## src/rtl/uart_mmio_if.sv

```systemverilog
// Data-RAM port bundle between mem_stage (master) and the console device (slave).
interface uart_mmio_if;
  logic [63:0] ram_addr;
  logic        ram_r_ena;
  logic        ram_w_ena;
  logic [63:0] ram_w_mask;
  logic [63:0] ram_w_data;
  logic [63:0] ram_r_data;

  modport master (
    output ram_addr, ram_r_ena, ram_w_ena, ram_w_mask, ram_w_data,
    input  ram_r_data
  );

  modport slave (
    input  ram_addr, ram_r_ena, ram_w_ena, ram_w_mask, ram_w_data,
    output ram_r_data
  );
endinterface

```

## src/rtl/uart_mmio.sv

```systemverilog
// Memory-mapped console: paced TX byte FIFO toward the host, polled one-byte RX holding register.
// Optional UART_LOOPBACK_EN feeds popped TX bytes into the RX holding register instead of polling.
module uart_mmio #(
  parameter logic [63:0] BASE_ADDR  = 64'h0000_0000_1000_0000,
  parameter int unsigned FIFO_DEPTH = 8,
  parameter int unsigned TX_GAP     = 0,
  parameter int unsigned POLL_GAP   = 3
) (
  input  logic        clock,
  input  logic        reset,
  uart_mmio_if.slave  bus,
  output logic        io_uart_out_valid,
  output logic [7:0]  io_uart_out_ch,
  output logic        io_uart_in_valid,
  input  logic [7:0]  io_uart_in_ch
);
  localparam int unsigned AW = $clog2(FIFO_DEPTH);
  localparam int unsigned CW = AW + 1;
  localparam int unsigned GW = $clog2(TX_GAP + 2);
  localparam int unsigned PW = $clog2(POLL_GAP + 2);

  typedef enum logic [1:0] {RX_IDLE, RX_POLL, RX_HOLD} rx_state_t;

  logic [7:0]    fifo_mem [FIFO_DEPTH];
  logic [AW-1:0] wr_ptr, rd_ptr;
  logic [CW-1:0] count;
  logic [GW-1:0] gap_cnt;
  logic          out_valid_q;
  logic [7:0]    out_ch_q;
  logic          tx_err;

  rx_state_t     rx_state;
  logic [PW-1:0] poll_cnt;
  logic          in_valid_q;
  logic          rx_dr;
  logic [7:0]    rx_byte;

  logic       sel_c, rd_c, push_req_c, push_c, pop_c;
  logic [7:0] lsr_c;
  logic       unused_bits;

  assign sel_c      = (bus.ram_addr[63:3] == BASE_ADDR[63:3]);
  assign rd_c       = sel_c & bus.ram_r_ena;
  assign push_req_c = sel_c & bus.ram_w_ena & (bus.ram_w_mask[7:0] == 8'hFF);
  assign pop_c      = (count != '0) && (gap_cnt == '0);
  // A full FIFO still takes the byte when the head leaves on the same edge.
  assign push_c     = push_req_c & ((count < CW'(FIFO_DEPTH)) | pop_c);

  assign lsr_c = {tx_err, (count == '0) & ~out_valid_q, (count < CW'(FIFO_DEPTH)), 4'b0000, rx_dr};
  assign bus.ram_r_data = rd_c ? {16'h0000, lsr_c, 32'h0000_0000, (rx_dr ? rx_byte : 8'h00)} : '0;

  assign io_uart_out_valid = out_valid_q;
  assign io_uart_out_ch    = out_ch_q;
  assign io_uart_in_valid  = in_valid_q;

`ifdef UART_LOOPBACK_EN
  assign unused_bits = ^{bus.ram_addr[2:0], bus.ram_w_mask[63:8], bus.ram_w_data[63:8], poll_cnt, io_uart_in_ch};
`else
  assign unused_bits = ^{bus.ram_addr[2:0], bus.ram_w_mask[63:8], bus.ram_w_data[63:8]};
`endif

  always_ff @(posedge clock) begin
    if (push_c) fifo_mem[wr_ptr] <= bus.ram_w_data[7:0];
  end

  // TX pointers, pacing and drop flag; a drop on the same edge as an LSR read keeps the flag set.
  always_ff @(posedge clock) begin
    if (reset) begin
      wr_ptr      <= '0;
      rd_ptr      <= '0;
      count       <= '0;
      gap_cnt     <= '0;
      out_valid_q <= 1'b0;
      out_ch_q    <= 8'h00;
      tx_err      <= 1'b0;
    end else begin
      if (push_c) wr_ptr <= wr_ptr + AW'(1);
      if (pop_c) begin
        out_valid_q <= 1'b1;
        out_ch_q    <= fifo_mem[rd_ptr];
        rd_ptr      <= rd_ptr + AW'(1);
        gap_cnt     <= GW'(TX_GAP);
      end else begin
        out_valid_q <= 1'b0;
        if (gap_cnt != '0) gap_cnt <= gap_cnt - GW'(1);
      end
      count <= count + CW'(push_c) - CW'(pop_c);
      if (push_req_c & ~push_c) tx_err <= 1'b1;
      else if (rd_c)            tx_err <= 1'b0;
    end
  end

  // RX holding register; IDLE lasts POLL_GAP cycles before each poll.
  always_ff @(posedge clock) begin
    if (reset) begin
      rx_state   <= RX_IDLE;
      poll_cnt   <= PW'(POLL_GAP);
      in_valid_q <= 1'b0;
      rx_dr      <= 1'b0;
      rx_byte    <= 8'h00;
    end else begin
      in_valid_q <= 1'b0;
      case (rx_state)
        RX_IDLE: begin
`ifdef UART_LOOPBACK_EN
          if (pop_c) begin
            rx_byte  <= fifo_mem[rd_ptr];
            rx_dr    <= 1'b1;
            rx_state <= RX_HOLD;
          end
`else
          if (poll_cnt <= PW'(1)) begin
            rx_state   <= RX_POLL;
            in_valid_q <= 1'b1;
          end else begin
            poll_cnt <= poll_cnt - PW'(1);
          end
`endif
        end
        RX_POLL: begin
          if (io_uart_in_ch != 8'hFF) begin
            rx_byte  <= io_uart_in_ch;
            rx_dr    <= 1'b1;
            rx_state <= RX_HOLD;
          end else if (POLL_GAP == 0) begin
            in_valid_q <= 1'b1;
          end else begin
            rx_state <= RX_IDLE;
            poll_cnt <= PW'(POLL_GAP);
          end
        end
        RX_HOLD: begin
          if (rd_c) begin
            rx_dr    <= 1'b0;
            rx_state <= RX_IDLE;
            poll_cnt <= PW'(POLL_GAP);
          end
        end
        default: rx_state <= RX_IDLE;
      endcase
    end
  end
endmodule
```

## src/flat_wrapper.sv

```systemverilog
// flat-port wrapper written by rule: the top's interface ports become plain ports
module uart_mmio_flat 
#(
  parameter logic [63:0] BASE_ADDR  = 64'h0000_0000_1000_0000,
  parameter int unsigned FIFO_DEPTH = 8,
  parameter int unsigned TX_GAP     = 0,
  parameter int unsigned POLL_GAP   = 3
)
  (clock, reset, io_uart_out_valid, io_uart_out_ch, io_uart_in_valid, io_uart_in_ch, bus_ram_addr, bus_ram_r_ena, bus_ram_w_ena, bus_ram_w_mask, bus_ram_w_data, bus_ram_r_data);
  uart_mmio_if bus_i ();
  input  logic clock;
  input  logic reset;
  output logic io_uart_out_valid;
  output logic [7:0] io_uart_out_ch;
  output logic io_uart_in_valid;
  input  logic [7:0] io_uart_in_ch;
  input wire logic [$bits(bus_i.ram_addr)-1:0] bus_ram_addr;
  input wire logic [$bits(bus_i.ram_r_ena)-1:0] bus_ram_r_ena;
  input wire logic [$bits(bus_i.ram_w_ena)-1:0] bus_ram_w_ena;
  input wire logic [$bits(bus_i.ram_w_mask)-1:0] bus_ram_w_mask;
  input wire logic [$bits(bus_i.ram_w_data)-1:0] bus_ram_w_data;
  output wire logic [$bits(bus_i.ram_r_data)-1:0] bus_ram_r_data;
  assign bus_i.ram_addr = bus_ram_addr;
  assign bus_i.ram_r_ena = bus_ram_r_ena;
  assign bus_i.ram_w_ena = bus_ram_w_ena;
  assign bus_i.ram_w_mask = bus_ram_w_mask;
  assign bus_i.ram_w_data = bus_ram_w_data;
  assign bus_ram_r_data = bus_i.ram_r_data;
  uart_mmio #(.BASE_ADDR(BASE_ADDR), .FIFO_DEPTH(FIFO_DEPTH), .TX_GAP(TX_GAP), .POLL_GAP(POLL_GAP)) u_core (.clock(clock), .reset(reset), .bus(bus_i), .io_uart_out_valid(io_uart_out_valid), .io_uart_out_ch(io_uart_out_ch), .io_uart_in_valid(io_uart_in_valid), .io_uart_in_ch(io_uart_in_ch));
endmodule
```

## config.mk

```make
export PLATFORM = sky130hd
export DESIGN_NAME = uart_mmio_flat
export DESIGN_NICKNAME = d
export VERILOG_FILES = /design/src/rtl/uart_mmio_if.sv /design/src/rtl/uart_mmio.sv /design/src/flat_wrapper.sv
export SDC_FILE = /design/constraint.sdc
export NUM_CORES = 1
export LEC_CHECK = 0
export ABC_AREA = 1
export CORE_MARGIN = 5
export CORE_UTILIZATION = 38
export CTS_BUF_LIST = sky130_fd_sc_hd__clkbuf_8
export CTS_CLUSTER_SIZE = 20
export DETAILED_ROUTE_END_ITERATION = 12
export PLACE_DENSITY = 0.86
export SLEW_MARGIN = 20
export SYNTH_ARGS = -nofsm -noshare
export SYNTH_HDL_FRONTEND = slang
export SYNTH_SLANG_ARGS = --single-unit
```

## constraint.sdc

```tcl
create_clock -name clock -period 3.25 [get_ports clock]
set_input_delay 0.65 -clock clock [delete_from_list [all_inputs] [get_ports clock]]
set_output_delay 0.65 -clock clock [all_outputs]
set_load 0.02 [all_outputs]
```

==> reports/qor.txt <==
======================================================================================
Clock tree skew after final layout                                           0.0142 ns
Predominant post-synthesis flop cell                                          edfxtp_1
HPWL reported at the end of detailed placement                                 8800 um
Netlist area before placement                                              0.00480 mm2
Count of boundary I/O pins                                                         278
RSZ-0062 raised after global routing                                                no
Setup slack on the worst flop-to-flop path                                     1.00 ns
Sequential cell area fraction in the yosys report                                55.0%
Gate count of the mapped netlist                                                   507
Setup Viol. Count Final                                                              0
Clk buf depth                                                                        2
Number of H-tree levels                                                              3
Remaining number of nets flagged by the antenna check after routing                  0
Distinct cell type count of the synthesized netlist                                 32
P&R area growth vs syn                                                           29.6%
Total instance count after detailed placement                                      792
Slew of the pin with the lowest slew margin                                   0.987 ns
Start point of the critical path                                          bus_ram_addr[4]
Clock latency of the later-clocked register in the worst-skew pair             0.37 ns
Proportion of synthesized flip-flops having asynchronous set or reset               0%
Final nets                                                                         849
Final-report max-slew violation count                                                0
Kind of critical path                                                        in -> out
Non-filler cells, final                                                            810
Per-cell routed wire length                                                    14.8 um
Critical Path Start Type                                                    input port
Net switching power                                                            1.23 mW
Share of power burned in registers                                               42.8%
Ratio of total power to cell area                                           583 mW/mm2
Post-route minimum period                                                      2.99 ns
Maximum number of pins on one net before global-route repair                        35
Pint                                                                           2.40 mW
Yosys reg bits                                                                     100
CTS root buffer                                                               clkbuf_8
Data required time at the worst endpoint                                       2.60 ns
Number of DRC markers after the initial detailed-route iteration                   281
Number of antenna violations at the first check in global routing                    2
Sum Neg Setup Slack                                                               0 ns
Die outline width                                                               122 um
Total count of hold-check failures in the final report                               0
Syn_area_per_cell                                                             9.48 um2
# clock sinks                                                                      100
Worst max-slew margin expressed relative to the limit                            34.1%
Number of buffers created by CTS                                                     9
EDFF count, synth                                                                   64
Capture instance of the worst register-to-register path                   u_core.count[3]
Post-layout instance area                                                  0.00622 mm2
Area of the core                                                            0.0125 mm2
Outcome                                                                   finished clean
Kind of capture point of the worst setup path                              output port
Classification of the worst-slack hold path                                 reg -> reg
Synthesis warning total                                                              0
Clock tree from TritonCTS                                                          yes
Cell count of the worst reg-to-reg path                                             12
RePlAce Congestion                                                               0.770
Cell area after placement                                                  0.00600 mm2
Number of core rows                                                                 41
Sum of routed wire length over all layers                                    12,000 um
Die area                                                                    0.0150 mm2
Post-layout total power                                                        3.63 mW
Share of final-layout standard cells stronger than drive strength 1              7.08%
Total of fill cells in the finished design                                       1,102
Switching Fraction                                                               33.8%
Critical-path maximum fanout                                                         4
Clock slew at the register clock pins of the worst setup and hold paths        0.08 ns
Achievable frequency                                                         0.334 GHz
Number of global-route vias before repair                                        3,609
Wire length of the first global-routing pass                                 17,800 um
Detailed-route via count                                                         3,851
Count of input and output buffers                                                  110
Most frequent cells in the layout                                         clkdlybuf4s50_1 (98), nor2_1 (96), edfxtp_1 (64)
Final routed DRC violation total                                                     0
Part of the total power dissipated in the clock network                          23.3%
DR vias/cell                                                                      4.75
Power share of the combinational group                                           33.9%
Layout Utilization                                                               49.7%
Congestion Overflow GR                                                               0
Worst reg2reg startpoint                                                  u_core.count[3]
DRT Pass-1 Iters                                                                     5
Leak pwr                                                                       2.43 nW
Data arrival time at the worst-slack endpoint                                  2.34 ns
Final cycle utilization of the critical path                                     92.0%
Most common cell after layout, fill and taps aside                        clkdlybuf4s50_1
Total routing resource utilization after global routing                          15.5%
Max-Cap Viols                                                                        0
Initial standard-cell utilization of the core                                    38.4%
Maximum ir drop on the vdd rail                                               0.253 mV
Die boundary height                                                             122 um
Capturing instance or port of the critical path                           bus_ram_r_data[46]
======================================================================================
[power by group through the flow]
stage | combinational [mW] | sequential [mW] | clock [mW]
after floorplan | 0.801 | 1.61 | 0
after global placement | 1.16 | 1.57 | 0
after detailed placement | 1.21 | 1.58 | 0
after CTS | 1.23 | 1.55 | 0.856
after global routing | 1.38 | 1.57 | 0.907
final | 1.23 | 1.55 | 0.844
[how the worst min path moves through the flow]
stage / depth (start not counted) / end / startpoint
2_1_floorplan: 2 / u_core.rx_byte[2] / u_core.rx_byte[2]
3_3_place_gp: 2 / u_core.rx_byte[2] / u_core.rx_byte[2]
3_5_place_dp: 2 / u_core.rx_byte[2] / u_core.rx_byte[2]
4_1_cts: 2 / u_core.rx_byte[2] / u_core.rx_byte[2]
5_1_grt: 2 / u_core.rx_byte[2] / u_core.rx_byte[2]
6_report: 2 / u_core.rx_byte[2] / u_core.rx_byte[2]
[synth_stat cells, types with 2 or more instances]
| master | number | share of area (%) |
|---|---|---|
| ha_1 | 13 | 3.4 |
| a21oi_1 | 27 | 2.8 |
| nand3_1 | 9 | 0.94 |
| nand2_2 | 2 | 0.26 |
| edfxtp_1 | 64 | 40 |
| inv_1 | 39 | 3.0 |
| nor2_1 | 96 | 7.5 |
| nor2_4 | 3 | 0.70 |
| dfxtp_1 | 36 | 15 |
| nand2_1 | 53 | 4.1 |
| nand4_2 | 2 | 0.52 |
| nor3_1 | 9 | 0.94 |
| o21ai_0 | 48 | 5.0 |
| clkbuf_1 | 13 | 1.0 |
| inv_2 | 2 | 0.16 |
| o211ai_1 | 10 | 1.6 |
| o22ai_1 | 8 | 1.0 |
| o221ai_1 | 8 | 1.5 |
| buf_4 | 52 | 8.1 |
[per-layer routing]
| layer | global-route usage, % | routed length, um | vias up |
|---|---|---|---|
| met1 | 15.8 | 4040 | 1751 |
| met4 | 7.77 | 457 | 0 |
| li1 | - | - | 1857 |
| met5 | 0 | 0 | - |
| met2 | 29.4 | 6230 | 215 |
| met3 | 3.78 | 1290 | 28 |
[registers in the layout (all words and copies together), names as in the netlist]
name,count
u_core.gap_cnt,1
u_core.rx_dr,1
u_core.wr_ptr,3
u_core.rd_ptr,3
u_core.io_uart_out_ch,8
u_core.tx_err,1
u_core.count,4
u_core.poll_cnt,3
u_core.rx_byte,8
u_core.fifo_mem,64
u_core.io_uart_out_valid,1
u_core.rx_state,2
u_core.io_uart_in_valid,1
[cell type report]
class	count	area (um2)	area share, %
flip-flops and latches	100	2640	42.5
multi-input cells	351	1770	28.4
repair buffers	127	1220	19.6
well taps	172	215	3.46
inverters	42	158	2.53
clock buffers	9	124	1.99
clock inverters	7	93.8	1.51
diodes	2	5.00	0.0804
[worst max-delay path: stages]
cell,delay (ns)
clkdlybuf4s50_1,0.41
or2_1,0.24
nor2_1,0.11
nand2_1,0.09
nor2_4,0.19
nand3_4,0.12
nor3_1,0.17
dlygate4sd2_1,0.36
[kinds of logic (layout without fill, tap and decap cells)]
group           Yosys count  after routing  synth area share, %
compound gates          102            102                 12.0
xor+xnor                  1              1                0.182
fa+ha+maj                14             14                 3.80
buf+inv                 108            185                 12.5
flops                   100            100                 55.0
other cells               1             55               0.0781
simple gates            181            181                 16.4
[repair_timing]
action	CTS	global route
pin swaps	0	0
setup endpoints to repair	11	2
buffers inserted	0	0
resized for setup	11	2
hold buffers	0	0
[per-stage QoR]
step           hold slack, ns  worst slack, ns
2_1_floorplan           0.430            0.759
3_3_place_gp            0.442          -0.0946
3_5_place_dp            0.444           -0.114
4_1_cts                 0.457           0.0284
5_1_grt                 0.478           0.0566
6_report                0.457            0.260
(Power assumes the default switching activity.)
